## config.mk

```make
export PLATFORM = sky130hd
export DESIGN_NAME = imm_gen_pipe
export DESIGN_NICKNAME = d
export VERILOG_FILES = /design/src/rtl/imm_gen_pipe.sv
export SDC_FILE = /design/constraint.sdc
export NUM_CORES = 1
export LEC_CHECK = 0
export ABC_AREA = 1
export CAP_MARGIN = 20
export CORE_UTILIZATION = 45
export DETAILED_ROUTE_END_ITERATION = 12
export GPL_TIMING_DRIVEN = 0
export HOLD_SLACK_MARGIN = 0.03
export PLACE_DENSITY = 0.74
export SLEW_MARGIN = 20
export SYNTH_ARGS = -nofsm -noshare
export SYNTH_HDL_FRONTEND = slang
export SYNTH_SLANG_ARGS = --single-unit
```

## constraint.sdc

```tcl
create_clock -name clk -period 5.7 [get_ports clk]
set_input_delay 1.14 -clock clk [delete_from_list [all_inputs] [get_ports clk]]
set_output_delay 1.14 -clock clk [all_outputs]
set_load 0.05 [all_outputs]
```

## src/rtl/imm_gen_pipe.sv

```systemverilog
// Pipelined RISC-V immediate generator with a valid/ready handshake and a one-entry skid buffer.
// Optional saturating illegal-opcode counter: define IMMGEN_ILLEGAL_CNT_EN.
module imm_gen_pipe #(
    parameter int XLEN     = 64,
    parameter int TAG_W    = 5,
    parameter int PRESHIFT = 1
) (
    input  logic             clk,
    input  logic             reset,
    input  logic             i_valid,
    output logic             o_ready,
    input  logic [31:0]      i_instr,
    input  logic [TAG_W-1:0] i_tag,
    output logic             o_valid,
    input  logic             i_ready,
    output logic [XLEN-1:0]  o_imm,
    output logic [2:0]       o_fmt,
    output logic             o_illegal,
`ifdef IMMGEN_ILLEGAL_CNT_EN
    output logic [15:0]      o_illegal_cnt,
`endif
    output logic [TAG_W-1:0] o_tag
);

    typedef enum logic [2:0] {
        FMT_R   = 3'd0,
        FMT_I   = 3'd1,
        FMT_S   = 3'd2,
        FMT_B   = 3'd3,
        FMT_U   = 3'd4,
        FMT_J   = 3'd5,
        FMT_ILL = 3'd7
    } fmt_e;

    typedef enum logic [6:0] {
        OP_LOAD   = 7'b0000011,
        OP_IMM    = 7'b0010011,
        OP_JALR   = 7'b1100111,
        OP_STORE  = 7'b0100011,
        OP_BRANCH = 7'b1100011,
        OP_LUI    = 7'b0110111,
        OP_AUIPC  = 7'b0010111,
        OP_JAL    = 7'b1101111,
        OP_REG    = 7'b0110011
    } opcode_e;

    typedef struct packed {
        logic [XLEN-1:0]  imm;
        fmt_e             fmt;
        logic             ill;
        logic [TAG_W-1:0] tag;
    } res_t;

    res_t        dec;
    res_t        main_q;
    res_t        skid_q;
    logic        main_valid;
    logic        skid_valid;
    logic        in_xfer;
    logic        out_xfer;
    fmt_e        dec_fmt;
    logic [31:0] imm32;
    logic        s;

    assign s = i_instr[31];

    always_comb begin
        dec_fmt = FMT_ILL;
        case (i_instr[6:0])
            OP_LOAD, OP_IMM, OP_JALR: dec_fmt = FMT_I;
            OP_STORE:                 dec_fmt = FMT_S;
            OP_BRANCH:                dec_fmt = FMT_B;
            OP_LUI, OP_AUIPC:         dec_fmt = FMT_U;
            OP_JAL:                   dec_fmt = FMT_J;
            OP_REG:                   dec_fmt = FMT_R;
            default:                  dec_fmt = FMT_ILL;
        endcase
    end

    // Every format is first built as a sign-correct 32-bit value, then widened once.
    always_comb begin
        imm32 = '0;
        case (dec_fmt)
            FMT_I: imm32 = {{20{s}}, i_instr[31:20]};
            FMT_S: imm32 = {{20{s}}, i_instr[31:25], i_instr[11:7]};
            FMT_B: begin
                if (PRESHIFT != 0)
                    imm32 = {{19{s}}, s, i_instr[7], i_instr[30:25], i_instr[11:8], 1'b0};
                else
                    imm32 = {{20{s}}, s, i_instr[7], i_instr[30:25], i_instr[11:8]};
            end
            FMT_U: begin
                if (PRESHIFT != 0)
                    imm32 = {i_instr[31:12], 12'b0};
                else
                    imm32 = {{12{s}}, i_instr[31:12]};
            end
            FMT_J: begin
                if (PRESHIFT != 0)
                    imm32 = {{11{s}}, s, i_instr[19:12], i_instr[20], i_instr[30:21], 1'b0};
                else
                    imm32 = {{12{s}}, s, i_instr[19:12], i_instr[20], i_instr[30:21]};
            end
            default: imm32 = '0;
        endcase
    end

    always_comb begin
        dec.imm = XLEN'($signed(imm32));
        dec.fmt = dec_fmt;
        dec.ill = (dec_fmt == FMT_ILL);
        dec.tag = i_tag;
    end

    assign o_ready  = !skid_valid;
    assign in_xfer  = i_valid && o_ready;
    assign out_xfer = main_valid && i_ready;

    // The skid only fills while main is held, so skid_valid implies main_valid.
    always_ff @(posedge clk or posedge reset) begin
        if (reset) begin
            main_valid <= 1'b0;
            skid_valid <= 1'b0;
            main_q     <= '0;
            skid_q     <= '0;
        end else if (skid_valid) begin
            if (i_ready) begin
                main_q     <= skid_q;
                skid_valid <= 1'b0;
            end
        end else if (in_xfer) begin
            if (!main_valid || i_ready) begin
                main_q     <= dec;
                main_valid <= 1'b1;
            end else begin
                skid_q     <= dec;
                skid_valid <= 1'b1;
            end
        end else if (out_xfer) begin
            main_valid <= 1'b0;
        end
    end

    assign o_valid   = main_valid;
    assign o_imm     = main_q.imm;
    assign o_fmt     = main_q.fmt;
    assign o_illegal = main_q.ill;
    assign o_tag     = main_q.tag;

`ifdef IMMGEN_ILLEGAL_CNT_EN
    logic [15:0] ill_cnt;

    always_ff @(posedge clk or posedge reset) begin
        if (reset)
            ill_cnt <= '0;
        else if (in_xfer && dec.ill && (ill_cnt != 16'hFFFF))
            ill_cnt <= ill_cnt + 16'd1;
    end

    assign o_illegal_cnt = ill_cnt;
`endif

endmodule

```

==> reports/results.ini <==
[status]
outcome=complete, no violations

[timing]
worst_pin_slew_ns=0.952
drv_slew=0
setup_ws_ns=2.00
finalCriticalPeriod_ns=3.70
finalSetupViolCount=0
max_freq_mhz=270
fin_crit_sh=0.649
grt_setup_unrepaired=no
relSlewSlack=0.365
final-hold-violation-count=0
fin_skew_ns=0.0104
tns_ns=0

[place]
gp_congestion=0.990
place_ws_ns=2.41
post-place-cells=863
port_buffers=115
hpwl_mm=9.00

[power]
power_leakage_nw=3.22
p_comb_frac=0.501
p_switching_mw=1.16
seq_power_share=0.324
internal_power_mw=1.42
vdd_drop_max_mv=0.201
p_per_area_mw_per_mm2=420
switching_share=0.449
p_clk_frac=0.175

[setup_path]
end_kind=output pin
cp.required_ns=4.56
crit_path_max_fanout=10
start_kind=flop
cp.arrival_ns=2.56
crit_type=flop to output pin

[clock_network]
clk_latency_ns=0.36
cts_tree=yes
htreeDepth=3
ctsResizeCount=0
clkSinkCount=84
clkTransAtPathRegs_ns=0.09
clock_path_buffers=2
hold_buffers=0
cts_root_buffer=clkbuf_8
cts_buffers=9
post_cts_buffers=0

[synthesis]
synth_top_area_share=0.460
synth-seq-cells=84
avgSynthCellArea_um2=7.45
synth_area_mm2=0.00457
yosys_warnings=0
syn_inst=614
synth_top_area_cell=dfrtp_1
netlist_top_cells_area=dfrtp_1, nand2_1, nor2_1
synthXorXnorAreaFrac=0
synth.area.mux_share=0
yosys.area_share.simple=0.369
yosysSeqAreaShare=0.460
synth_cell_types=28
synth-adder-area-share=0
synth_compound_area_frac=0.0594
synth_fp_nets=655
synth_top_family_by_area=simple AND/OR/NAND/NOR gates

[finish]
area_growth_pct=34.0
nets=782
layout.cells.most_common=nand2_1
n_antenna_cell=0
drive_above_1_share=0.137
fillers=938
final_cell_mix=nand2_1, clkdlybuf4s50_1, nor2_1
final_cell_count_no_fill=879

[route]
drtPass1Iterations=5
drt_iter0_markers=222
drt-total-wl_mm=12.3
wl_per_cell_um=13.9
top_layer_used=met4
m1WireLength_mm=5.37
route.met2.wl_mm=5.87
drc=0
ant_nets=0
vias_per_cell=5.06
num_vias=4445
wl_met3_um=729

[run]
drv_cap=0

[floorplan]
die_w_um=103
start_util=0.466
coreArea_mm2=0.00982
row_count=36
die_height_um=103
die_area_mm2=0.0106
ios=116

[global_routing]
grt_overflow=0
grt_max_degree=55
grt_pass1_vias=4297
antenna_found_initial=0
grt.total_usage=0.246
grt_pass1_wl_mm=20.0

[min_path]
hp-class=flop to flop

==> path summary, 6_finish.rpt <==
path / from / endpoint / slack, ns / cells past startpoint
setup / recovery: skid_valid$_DFF_PP0_ / o_ready / 2.00 / 4
hold / removal: skid_q[4]$_DFFE_PP0P_ / skid_q[4]$_DFFE_PP0P_ / 0.48 / 2
setup reg to reg: skid_valid$_DFF_PP0_ / o_imm[15]$_DFFE_PP0P_ / 3.82 / 5
hold reg to reg: skid_q[4]$_DFFE_PP0P_ / skid_q[4]$_DFFE_PP0P_ / 0.48 / 2
max in group asynchronous: reset / o_imm[20]$_DFFE_PP0P_ / 3.95 / 3
min in group asynchronous: reset / o_imm[5]$_DFFE_PP0P_ / 1.15 / 2
==> cells in the mapped netlist, drive strengths merged <==
library cell,number
clkbuf,10
a31oi,25
nand3,41
nand2,231
clkinv,1
inv,28
dfrtp,84
or2,1
buf,54
o211ai,2
nand4,10
nor3,1
nor2,108
o21ai,13
a21oi,5
==> flip-flops by register name, summed over array words and instances (netlist names) <==
name,flops
o_illegal,1
skid_q,41
o_valid,1
o_fmt,3
o_tag,5
skid_valid,1
o_imm,32
==> layout make-up <==
class	count	area, um^2	area share
plain buffers	64	405	0.0661
clock buffers	10	138	0.0225
clock inverters	6	70.1	0.0114
inverters	29	111	0.0182
multi-input cells	437	1960	0.319
flip-flops and latches	84	2100	0.343
well taps	133	166	0.0272
repair buffers	116	1180	0.192
==> layer usage <==
metal  up-vias  track usage
met5         -            0
met4         0       0.0986
met3        26       0.0468
met2       170        0.412
met1      2090        0.316
li1       2159            -
==> power by group through the flow <==
| stage | sequential (mW) | combinational (mW) | clock (mW) |
|---|---|---|---|
| floorplan | 1.12 | 0.596 | 0 |
| global placement | 0.840 | 1.28 | 0 |
| detailed placement | 0.848 | 1.29 | 0 |
| CTS | 0.837 | 1.30 | 0.455 |
| global route | 0.857 | 1.37 | 0.478 |
| finish | 0.836 | 1.29 | 0.450 |
==> metrics by stage <==
stage | util | area, um^2 | hold WS [ns] | total power, mW
after floorplan | - | 4570 | 0.442 | 1.72
after global placement | 0.600 | 5890 | 0.454 | 2.12
after detailed placement | 0.603 | 5920 | 0.459 | 2.14
after CTS | 0.624 | 6130 | 0.482 | 2.59
after global routing | 0.624 | 6130 | 0.503 | 2.71
final | 0.624 | 6130 | 0.481 | 2.58
==> logic make-up after synthesis <==
family | after synthesis
buffers and inverters | 93
DFF | 84
and+or+nand+nor | 392
AOI/OAI and AO/OA | 45
==> critical path: stages, from the launching register on <==
cell	delay, ns
dfrtp_1	0.44
inv_1	0.13
buf_2	0.23
buf_1	0.48
clkdlybuf4s50_1	0.91
Power figures use the tool's default switching activity.
